## config.mk

```make
export PLATFORM = sky130hd
export DESIGN_NAME = mem_port_arbiter
export DESIGN_NICKNAME = d
export VERILOG_FILES = /design/src/rtl/mem_port_arbiter.sv
export SDC_FILE = /design/constraint.sdc
export NUM_CORES = 1
export LEC_CHECK = 0
export CAP_MARGIN = 20
export CORE_MARGIN = 8
export CORE_UTILIZATION = 44
export CTS_CLUSTER_SIZE = 20
export DETAILED_ROUTE_END_ITERATION = 8
export MAX_ROUTING_LAYER = met4
export PLACE_DENSITY_LB_ADDON = 0.15
export SYNTH_ARGS = -nofsm -noshare
export SYNTH_HDL_FRONTEND = slang
export SYNTH_SLANG_ARGS = --single-unit
export TNS_END_PERCENT = 5
```

## constraint.sdc

```tcl
create_clock -name clk -period 5.23 [get_ports clk]
set_clock_uncertainty 0.1 [all_clocks]
set_input_delay 0.523 -clock clk [delete_from_list [all_inputs] [get_ports clk]]
set_output_delay 0.523 -clock clk [all_outputs]
set_load 0.05 [all_outputs]
```

## src/rtl/mem_port_arbiter.sv

```systemverilog
// Shared single-port memory arbiter between the fetch stage (IF) and the
// memory stage (MEM). Data accesses win by default; a starvation counter
// forces a fetch grant after STARVE_MAX data grants while a fetch waits.
module mem_port_arbiter #(
   parameter int unsigned AW         = 32,
   parameter int unsigned DW         = 32,
   parameter int unsigned STARVE_MAX = 4
) (
   input  logic          clk,
   input  logic          rst_n,
   // fetch stage
   input  logic          if_req,
   input  logic [AW-1:0] if_addr,
   input  logic          if_flush,
   output logic [DW-1:0] if_rdata,
   output logic          if_valid,
   output logic          stall_if,
   // memory stage
   input  logic          dm_req,
   input  logic          dm_we,
   input  logic [AW-1:0] dm_addr,
   input  logic [DW-1:0] dm_wdata,
   output logic [DW-1:0] dm_rdata,
   output logic          dm_done,
   output logic          stall_mem,
   // memory handshake
   output logic          mem_req,
   output logic          mem_we,
   output logic [AW-1:0] mem_addr,
   output logic [DW-1:0] mem_wdata,
   input  logic [DW-1:0] mem_rdata,
   input  logic          mem_ack
);

   localparam int unsigned CW = $clog2(STARVE_MAX + 1);
   localparam logic [CW-1:0] STARVE_LIM = CW'(STARVE_MAX);

   typedef enum logic [1:0] {
      IDLE,
      IBUSY,
      DBUSY
   } state_t;

   state_t        state_q, state_d;
   logic          flush_pend_q, flush_pend_d;
   logic [CW-1:0] starve_q, starve_d;
   logic          mem_req_q, mem_req_d;
   logic          mem_we_q, mem_we_d;
   logic [AW-1:0] mem_addr_q, mem_addr_d;
   logic [DW-1:0] mem_wdata_q, mem_wdata_d;
   logic [DW-1:0] if_rdata_q, if_rdata_d;
   logic          if_valid_q, if_valid_d;
   logic [DW-1:0] dm_rdata_q, dm_rdata_d;
   logic          dm_done_q, dm_done_d;

   // A requester whose completion pulse is high this cycle is not re-granted.
   logic if_elig, dm_elig, grant_if, grant_dm;
   assign if_elig  = if_req & ~if_valid_q;
   assign dm_elig  = dm_req & ~dm_done_q;
   assign grant_if = if_elig & ((starve_q == STARVE_LIM) | ~dm_elig);
   assign grant_dm = dm_elig & ~grant_if;

   // Next-state, grant and completion logic.
   always_comb begin
      state_d      = state_q;
      flush_pend_d = flush_pend_q;
      starve_d     = starve_q;
      mem_req_d    = mem_req_q;
      mem_we_d     = mem_we_q;
      mem_addr_d   = mem_addr_q;
      mem_wdata_d  = mem_wdata_q;
      if_rdata_d   = if_rdata_q;
      if_valid_d   = 1'b0;
      dm_rdata_d   = dm_rdata_q;
      dm_done_d    = 1'b0;

      unique case (state_q)
         IDLE: begin
            if (!if_req) begin
               starve_d = '0;
            end
            if (grant_if) begin
               state_d     = IBUSY;
               mem_req_d   = 1'b1;
               mem_we_d    = 1'b0;
               mem_addr_d  = if_addr;
               mem_wdata_d = '0;
               starve_d    = '0;
            end else if (grant_dm) begin
               state_d     = DBUSY;
               mem_req_d   = 1'b1;
               mem_we_d    = dm_we;
               mem_addr_d  = dm_addr;
               mem_wdata_d = dm_wdata;
               if (if_req && (starve_q != STARVE_LIM)) begin
                  starve_d = starve_q + CW'(1);
               end
            end
         end

         IBUSY: begin
            if (mem_ack) begin
               state_d      = IDLE;
               mem_req_d    = 1'b0;
               flush_pend_d = 1'b0;
               if (!flush_pend_q && !if_flush) begin
                  if_rdata_d = mem_rdata;
                  if_valid_d = 1'b1;
               end
            end else if (if_flush) begin
               flush_pend_d = 1'b1;
            end
         end

         DBUSY: begin
            if (mem_ack) begin
               state_d   = IDLE;
               mem_req_d = 1'b0;
               dm_done_d = 1'b1;
               if (!mem_we_q) begin
                  dm_rdata_d = mem_rdata;
               end
            end
         end

         default: state_d = IDLE;
      endcase
   end

   // State and output registers; reset abandons any transaction in flight.
   always_ff @(posedge clk or negedge rst_n) begin
      if (!rst_n) begin
         state_q      <= IDLE;
         flush_pend_q <= 1'b0;
         starve_q     <= '0;
         mem_req_q    <= 1'b0;
         mem_we_q     <= 1'b0;
         mem_addr_q   <= '0;
         mem_wdata_q  <= '0;
         if_rdata_q   <= '0;
         if_valid_q   <= 1'b0;
         dm_rdata_q   <= '0;
         dm_done_q    <= 1'b0;
      end else begin
         state_q      <= state_d;
         flush_pend_q <= flush_pend_d;
         starve_q     <= starve_d;
         mem_req_q    <= mem_req_d;
         mem_we_q     <= mem_we_d;
         mem_addr_q   <= mem_addr_d;
         mem_wdata_q  <= mem_wdata_d;
         if_rdata_q   <= if_rdata_d;
         if_valid_q   <= if_valid_d;
         dm_rdata_q   <= dm_rdata_d;
         dm_done_q    <= dm_done_d;
      end
   end

   assign mem_req   = mem_req_q;
   assign mem_we    = mem_we_q;
   assign mem_addr  = mem_addr_q;
   assign mem_wdata = mem_wdata_q;
   assign if_rdata  = if_rdata_q;
   assign if_valid  = if_valid_q;
   assign dm_rdata  = dm_rdata_q;
   assign dm_done   = dm_done_q;

   // Stalls are gated by reset so the hazard logic sees no stall while held in reset.
   assign stall_if  = rst_n & if_req & ~if_valid_q;
   assign stall_mem = rst_n & dm_req & ~dm_done_q;

endmodule

```

==> run summary, run 1 <==
Post-synthesis cell type count - 32
Final WL - 17600 um
Layout cells sized above 1 - 13.8%
ANT cells - 0
Worst Setup Path Type - in -> out
Syn avg cell area - 12.5 um^2
Fmax - 0.337 GHz
WL/cell - 19.6 um
Hold Path Class - in -> async
Post-CTS Repair Setup Buffers - 0
Insertion delay to the later sink of the worst-skew pair - 0.41 ns
Largest area contributor in the synthesized netlist - dfrtp_1
Multi-input gate area - 0.00195 mm^2
Die Y - 129 um
Layout area overhead - 60.0%
IO Count - 269
Cts hold-fix bufs - 0
DRT Pass-1 Iters - 4
Post-synthesis sequential area ratio - 61.8%
Power Density - 760 mW/mm^2
Flop pwr share - 26.9%
Outcome - completed
Root buffer cell - clkbuf_16
NetSw - 0.00323 W
Maximum vdd drop - 430 uV
Critical Path RT - 4.61 ns
Post-route ant nets - 0
Slowest CP cell - clkdlybuf4s50_1
CTS Sinks - 138
Worst-case clock buffer depth - 2
Iter 0 DRT Violations - 281
Crit path cell chain - clkdlybuf4s50_1 > and2b_4 > and2_1 > clkdlybuf4s50_1
Max incr delay on CP - 0.83 ns
DRC - 0
Slew headroom - 44.8%
#FFs+latches synth - 138
Vias - 4618
Post-synthesis async set-or-reset flop share - 100%
Crit. End Element - output pin
Most common cell on crit path - clkdlybuf4s50_1
Vias in the first global route - 5093
Gr ovfl total - 0
Filler cells - 956
CORE AREA - 0.0125 mm^2
Initial Util - 44.6%
Tot Pwr - 0.00679 W
Placed cells - 867
NumNets Final - 854
Synth area leaders - dfrtp_1, mux2_2, a21oi_1
H-tree Lvls - 4
LEAKAGE - 3.85 nW
Fin crit share - 56.7%
Slew Viols, Final - 0
Combinational power share - 56.7%
Crit path launch type - input port
Max FO, Critical Path - 7
Gpl congestion - 0.858
Commonest non-fill, non-tap cells in the layout - clkdlybuf4s50_1, dfrtp_1, a21oi_1
Worst EP arrival - 2.34 ns
P_int - 0.00357 W
Fin Setup TNS - 0 ns
Worst-Margin Slew - 0.827 ns
Die footprint - 0.0166 mm^2
Max-cap viol count - 0
Post-Syn Instances - 446
Yosys Warn Count - 0
Clock transition at the registers of the reported paths - 0.06 ns
Clock power frac - 16.4%
CTS Buf Count - 17
Final hold vios - 0
Sw Ratio - 47.5%
Initial antenna violation count - 0
Number of port buffers - 268
Finished Core Util - 71.4%
Final Critical Period - 2.96 ns
First-pass GRT wire length - 27000 um
RSZ-0062 raised after global routing - false
Overall global routing resource usage - 21.6%
Post-synth top area share - 61.8%
Final setup violation count - 0
Leading cell type in the layout, fill and taps excluded - clkdlybuf4s50_1
Via density - 5.14
Rows - 41
Post-synth EDFFs - 0
Final hold slack - 0.0901 ns
Post-CTS resize count - 0
CTS tree - done
HPWL Detailed - 13000 um
Post-Syn Nets - 586
Largest net degree at the start of global routing - 94
Mapped cell area - 0.00559 mm^2
Layout Cells excl Fill - 899
Die Wd - 129 um
Synth Flop Type - dfrtp_1
Sequential cell area - 0.00345 mm^2
## critical path, delay by kind of cell
| family | cells | cell delay [ns] |
|---|---|---|
| buf+inv | 2 | 1.42 |
| simple gates | 2 | 0.39 |
## metal layers
layer / vias to the layer above / global-route usage (%) / routed length, um
li1: 2104 / - / -
met1: 2284 / 23.9 / 6900
met2: 199 / 34.4 / 8510
met3: 31 / 8.85 / 1780
met4: 0 / 8.43 / 386
met5: - / - / 0
## layout make-up
| cell class | count | share of cell area, % |
|---|---|---|
| Sequential cell | 138 | 38.6 |
| Timing Repair Buffer | 276 | 30.7 |
| Multi-Input combinational cell | 276 | 21.8 |
| Clock buffer | 20 | 5.11 |
| Tap cell | 172 | 2.41 |
| Clock inverter | 12 | 1.12 |
| Inverter | 5 | 0.210 |
## final timing paths
check / startpoint / end / slack [ns] / depth (start not counted)
worst max-delay path: if_req / stall_if / 2.27 / 4
worst min-delay path: rst_n / mem_wdata[19] / 0.09 / 1
worst max register to register: state_q[1] / if_rdata[26] / 2.81 / 6
worst min register to register: if_rdata[8] / if_rdata[8] / 0.39 / 1
max in group asynchronous: rst_n / mem_wdata[20] / 3.80 / 2
min in group clk: if_rdata[8] / if_rdata[8] / 0.39 / 1
## kinds of logic (layout without fill, tap and decap cells)
family          count (synthesis)  in the layout  synth area share [%]
compound gates                117            117                  13.6
fa+ha+maj                       5              5                  1.12
flops                         138            138                  61.8
mux                            65             65                  13.1
simple gates                   89             89                  6.92
buf+inv                        32            313                  3.45
## synthesized netlist by cell type, types with 3 or more instances
cell	count
clkbuf_1	3
nand3_1	3
and2_1	4
dfrtp_1	138
buf_2	13
ha_1	5
a21oi_1	70
buf_4	7
nor2_1	33
nand2_1	39
mux2_2	52
a22o_1	35
nand2b_1	4
mux2_1	13
inv_1	4
buf_6	4
## stage by stage
step           setup WS (ns)  instance area (um^2)
2_1_floorplan           3.22                  5590
3_3_place_gp            2.27                  8380
3_5_place_dp            2.28                  8380
4_1_cts                 2.27                  8940
5_1_grt                 2.20                  8940
6_report                2.27                  8940
## flip-flops by register name, indices dropped and copies added, names as in the netlist
signal and cells:
dm_done 1, dm_rdata 32, flush_pend_q 1, if_rdata 32
if_valid 1, mem_addr 32, mem_req 1, mem_wdata 32
mem_we 1, starve_q 3, state_q 2
## power by group through the flow
| stage | clock network [W] | registers, W | logic, W |
|---|---|---|---|
| 6_report | 0.00112 | 0.00183 | 0.00385 |
| 4_1_cts | 0.00114 | 0.00183 | 0.00389 |
| 3_5_place_dp | 0 | 0.00184 | 0.00387 |
| 2_1_floorplan | 0 | 0.00341 | 0.000955 |
| 5_1_grt | 0.00118 | 0.00189 | 0.00404 |
| 3_3_place_gp | 0 | 0.00180 | 0.00382 |
Power figures use the tool's default switching activity.
==> run 2: changes to the inputs <==
- CORE_UTILIZATION: 44 -> 41
- clock period: 5.23 -> 3.04 ns (I/O delays scaled with it)
==> run 2 against run 1 <==
  * Non-clock buffer count is 2 higher
  * Wire length decreased by 2.6%
  * Combinational power grew 72%
  * Global-route usage is 1.6 points lower
  * Die area increased by 6.4%
  * Design area rose by 0.87%
==> run summary, run 2 (synthesis results as in run 1) <==
Post-CTS resize count - 0 (unchanged)
WL/cell - 18.9 um (-3.1%)
Grt peak-use layer - met2
Fin crit share - 85.4%
Clock power frac - 17.2% (+0.8 points)
Clock transition at the registers of the reported paths - 0.06 ns (about the same)
Sw Ratio - 46.7% (-0.74 points)
Largest net degree at the start of global routing - 107 (+14%)
Commonest non-fill, non-tap cells in the layout - clkdlybuf4s50_1, dfrtp_1, a21oi_1
DRC - 0 (unchanged)
Slew Viols, Final - 0 (unchanged)
CTS tree - done
Die Y - 133 um (+3.1%)
Post-route ant nets - 0 (unchanged)
Layout area overhead - 61.3%
CTS Sinks - 138 (unchanged)
Worst Setup Path Type - in -> out
Initial antenna violation count - 0 (unchanged)
NetSw - 0.00551 W (+71%)
Leading cell type in the layout, fill and taps excluded - clkdlybuf4s50_1
Vias - 4578 (-0.87%)
Final WL - 17100 um (-2.6%)
Maximum vdd drop - 811 uV (+89%)
Fin Setup TNS - 0 ns (unchanged)
Outcome - completed
Max-cap viol count - 0 (unchanged)
Root buffer cell - clkbuf_16
Flop pwr share - 26.5% (-0.4 points)
DRT Pass-1 Iters - 6 (+2)
Crit path launch type - input port
HPWL Detailed - 12600 um (-3.0%)
Layout cells sized above 1 - 13.7% (-0.019 points)
Fmax - 0.385 GHz
Insertion delay to the later sink of the worst-skew pair - 0.40 ns (about the same)
P_int - 0.00628 W (+76%)
Filler cells - 982 (+2.7%)
Met2 usage - 33.5% (-0.85 points)
Overall global routing resource usage - 20.0% (-1.6 points)
Gr ovfl total - 0 (unchanged)
Die Wd - 133 um (+3.1%)
Via density - 5.06 (-1.4%)
Power Density - 1310 mW/mm^2 (+72%)
IO Count - 269 (unchanged)
Critical Path RT - 2.64 ns (-1.97 ns)
RSZ-0062 raised after global routing - false
Tot Pwr - 0.0118 W (+74%)
Final setup violation count - 0 (unchanged)
Worst-Margin Slew - 0.559 ns (-0.269 ns)
First-pass GRT wire length - 27000 um (+0.15%)
Slew headroom - 62.6% (+18 points)
Die footprint - 0.0176 mm^2 (+6.4%)
Max FO, Critical Path - 35 (+28)
Combinational power share - 56.3% (-0.4 points)
H-tree Lvls - 4 (unchanged)
Worst-case clock buffer depth - 2 (unchanged)
Global routing usage on met3 - 7.38% (-1.5 points)
Iter 0 DRT Violations - 235 (-16%)
Crit. End Element - output pin
CTS Buf Count - 17 (unchanged)
CORE AREA - 0.0133 mm^2 (+6.2%)
Hold Path Class - in -> async
Met1 Usage GRT - 22.0% (-1.8 points)
Vias in the first global route - 4924 (-3.3%)
ANT cells - 0 (unchanged)
Final hold vios - 0 (unchanged)
Initial Util - 42.0% (-2.6 points)
Gpl congestion - 0.820 (-4.4%)
Worst EP arrival - 2.19 ns (-0.15 ns)
Rows - 42 (+2.4%)
Final Critical Period - 2.60 ns
Number of port buffers - 268 (unchanged)
LEAKAGE - 3.89 nW (+0.86%)
NumNets Final - 856 (+0.23%)
Post-CTS Repair Setup Buffers - 0 (unchanged)
==> run 2: cell types whose count changed in the layout (fill, tap and decap cells not counted) <==
| cell | previous run | this run |
|---|---|---|
| clkinv_2 | 6 | 3 |
| buf_12 | 0 | 2 |
| inv_6 | 0 | 2 |
| buf_4 | 8 | 7 |
| bufinv_16 | 1 | 2 |
| clkbuf_8 | 2 | 3 |
| clkinv_4 | 2 | 1 |
| clkinvlp_4 | 3 | 2 |
| dlygate4sd3_1 | 0 | 1 |
==> run 2: routing by layer <==
layer,vias to the layer above,routed length [um]
met4,0,203
met5,-,0
met3,16,1430
met1,2261,6870
met2,191,8610
li1,2110,-
==> run 2: cell type report <==
cell class	instances	area, um^2	share of cell area (%)
clock buffers	21	470	5.22
clock inverters	10	116	1.29
multi-input cells	276	1950	21.6
inverters	5	18.8	0.208
well taps	176	220	2.44
repair buffers	278	2790	30.9
flip-flops and latches	138	3450	38.3
==> run 2: critical path: stages <==
cell and delay [ns]:
dlygate4sd3_1 0.55, buf_6 0.32, and2_1 0.18, clkdlybuf4s50_1 0.82
==> run 2: timing repair <==
item,in CTS,in global routing
endpoints found under the setup margin,0,0
hold buffers,1,0
hold endpoints to repair,32,0
==> run 2: path summary, 6_finish.rpt <==
kind | start | to | slack, ns | cells after the start
worst max-delay path | rst_n | stall_if | 0.44 | 4
min in group clk | dm_addr[27] | mem_addr[27] | 0.34 | 3
worst min register to register | if_rdata[5] | if_rdata[5] | 0.39 | 1
max in group asynchronous | rst_n | dm_rdata[29] | 1.72 | 3
worst max register to register | state_q[1] | if_rdata[3] | 1.07 | 6
worst min-delay path | rst_n | mem_wdata[23] | 0.27 | 2
==> run 2: power groups by stage <==
stage                     clock network [W]  registers [W]  logic, W
final                               0.00202        0.00313   0.00664
after global routing                0.00215        0.00324   0.00697
after CTS                           0.00207        0.00313   0.00671
after detailed placement                  0        0.00315   0.00669
after global placement                    0        0.00310   0.00662
after floorplan                           0        0.00587   0.00164
==> run 2: stage by stage <==
| stage | instance area, um^2 | setup slack, ns | util [%] | cells | hold WS [ns] |
|---|---|---|---|---|---|
| after floorplan | 5590 | 1.25 | - | 446 | -0.0916 |
| after global placement | 8420 | 0.524 | 63.3 | 872 | 0.116 |
| after detailed placement | 8420 | 0.525 | 63.3 | 872 | 0.120 |
| after CTS | 9010 | 0.421 | 67.8 | 904 | 0.262 |
| after global routing | 9010 | 0.335 | 67.8 | 904 | 0.304 |
| final | 9010 | 0.444 | 67.8 | 904 | 0.266 |
==> run 3: changes to the inputs <==
- CORE_MARGIN: 8 -> not set
- CORE_UTILIZATION: 41 -> 44
- clock period: 3.04 -> 3.05 ns (I/O delays scaled with it)
==> run 3 against run 2 <==
  * Cell count shrank 0.66%
  * Flip-flop and latch count stayed put
  * Die area decreased by 25%
  * Global-route usage increased by 5.1 points
  * First-iteration DRC count grew 20%
  * Via count fell by 1.4%
  * Core utilization up 6.5 points
  * Combinational power decreased by 1%
  * Non-clock buffer count up 1
  * Wire length down 10%
  * Power is 1.3% higher
  * Clock power rose by 11%
  * Critical path type unchanged
==> run summary, run 3 (synthesis results as in run 1) <==
Outcome - completed
Rows - 40 (-4.8%)
Via density - 5.03 (-0.72%)
DRC - 0 (unchanged)
Gpl congestion - 0.862 (+5.0%)
Root buffer cell - clkbuf_16
Power Density - 1320 mW/mm^2 (+0.63%)
Number of port buffers - 268 (unchanged)
Initial antenna violation count - 0 (unchanged)
Clock transition at the registers of the reported paths - 0.06 ns (about the same)
WL/cell - 17.1 um (-9.5%)
Overall global routing resource usage - 25.1% (+5.1 points)
Filler cells - 861 (-12%)
Fmax - 0.386 GHz
Fin Setup TNS - 0 ns (unchanged)
Insertion delay to the later sink of the worst-skew pair - 0.41 ns (about the same)
CTS Sinks - 138 (unchanged)
Post-CTS Repair Setup Buffers - 0 (unchanged)
Placed Area - 0.00841 mm^2 (about the same)
H-tree Lvls - 4 (unchanged)
Layout cells sized above 1 - 14.0% (+0.24 points)
Crit path launch type - input port
Worst-case clock buffer depth - 2 (unchanged)
CORE AREA - 0.0122 mm^2 (-8.2%)
RSZ-0062 raised after global routing - false
Vias - 4515 (-1.4%)
CTS Buf Count - 17 (unchanged)
Worst EP arrival - 2.18 ns (about the same)
First-pass GRT wire length - 24000 um (-11%)
ANT cells - 0 (unchanged)
IO Count - 269 (unchanged)
Layout area overhead - 62.5%
HPWL Detailed - 11000 um (-12%)
Final Critical Period - 2.59 ns
Final hold vios - 0 (unchanged)
Post-route cell area - 0.00908 mm^2 (+0.69%)
R2R Path Start - state_q[1]
Leading cell type in the layout, fill and taps excluded - clkdlybuf4s50_1
Slew Viols, Final - 0 (unchanged)
Final setup violation count - 0 (unchanged)
Slew headroom - 52.1% (-11 points)
Die Wd - 115 um (-14%)
Critical Path RT - 2.64 ns (about the same)
Hold Path Class - in -> async
Post-route ant nets - 0 (unchanged)
Final WL - 15400 um (-10%)
Gr ovfl total - 0 (unchanged)
Initial Util - 45.7% (+3.7 points)
Max-cap viol count - 0 (unchanged)
Max FO, Critical Path - 38 (+8.6%)
Worst Setup Path Type - in -> out
NumNets Final - 857 (+0.12%)
Vias in the first global route - 4707 (-4.4%)
Iter 0 DRT Violations - 282 (+20%)
LEAKAGE - 3.93 nW (+1.0%)
DRT Pass-1 Iters - 4 (-2)
Fin crit share - 84.9%
Largest net degree at the start of global routing - 58 (-46%)
Critical Path Start - rst_n
Worst-Margin Slew - 0.718 ns (+0.159 ns)
Commonest non-fill, non-tap cells in the layout - clkdlybuf4s50_1, dfrtp_1, a21oi_1
Die Y - 115 um (-14%)
CTS tree - done
Crit. End Element - output pin
Die footprint - 0.0132 mm^2 (-25%)
Maximum vdd drop - 945 uV (+17%)
==> run 3: changes by cell type in the layout (fill, tap and decap cells not counted) <==
| cell | change |
|---|---|
| buf_4 | +1 |
| bufinv_16 | +3 |
| clkbuf_8 | -1 |
| clkinv_2 | +1 |
| clkinv_4 | +1 |
| clkinvlp_4 | -1 |
| inv_6 | -2 |
==> run 3: area by class of cell <==
cell class,count,area [um^2],share of cell area [%]
Clock inverter,12,195,2.15
Tap cell,168,210,2.32
Inverter,5,18.8,0.207
Timing Repair Buffer,279,2790,30.8
Clock buffer,20,457,5.03
Multi-Input combinational cell,276,1950,21.5
Sequential cell,138,3450,38.0
==> run 3: worst max-delay path, cell delays in order <==
cell and delay, ns:
dlygate4sd3_1 0.54, buf_6 0.33, and2_1 0.18, clkdlybuf4s50_1 0.82
==> run 3: repair_timing <==
| action | 4_1_cts | 5_1_grt |
|---|---|---|
| hold buffers | 1 | 0 |
| endpoints found under the hold margin | 34 | 0 |
| setup endpoints to repair | 0 | 0 |
| gates resized for setup | 0 | 0 |
==> run 3: report_power, final <==
group | switching [W] | internal, W | total [W]
registers | 0.000462 | 0.00267 | 0.00313
clock network | 0.000755 | 0.00149 | 0.00225
logic | 0.00424 | 0.00233 | 0.00657
total | 0.00546 | 0.00649 | 0.0119
==> run 3: final timing paths <==
path                                 to  slack (ns)  cells past startpoint
max in group asynchronous  if_rdata[30]        1.55                      3
hold reg to reg            if_rdata[16]        0.38                      1
setup / recovery               stall_if        0.46                      4
setup reg to reg           if_rdata[27]        0.90                      6
hold / removal             mem_wdata[4]        0.26                      2
min in group clk           mem_addr[23]        0.34                      3
==> run 3: per-layer routing <==
metal / wire length (um) / global-route usage, %
met3: 1250 / 7.36
met2: 7630 / 41.7
met1: 6110 / 28.1
met4: 401 / 11.1
met5: 0 / -
==> run 3: through the flow <==
stage	util (%)	total power [W]	worst slack (ns)	cells	hold slack, ns
4_1_cts	74.3	0.0120	0.422	898	0.265
3_5_place_dp	68.9	0.00973	0.531	865	0.133
5_1_grt	74.3	0.0125	0.366	898	0.286
3_3_place_gp	68.9	0.00962	0.551	865	0.127
2_1_floorplan	-	0.00749	1.26	446	-0.0906
6_report	74.3	0.0119	0.462	898	0.260
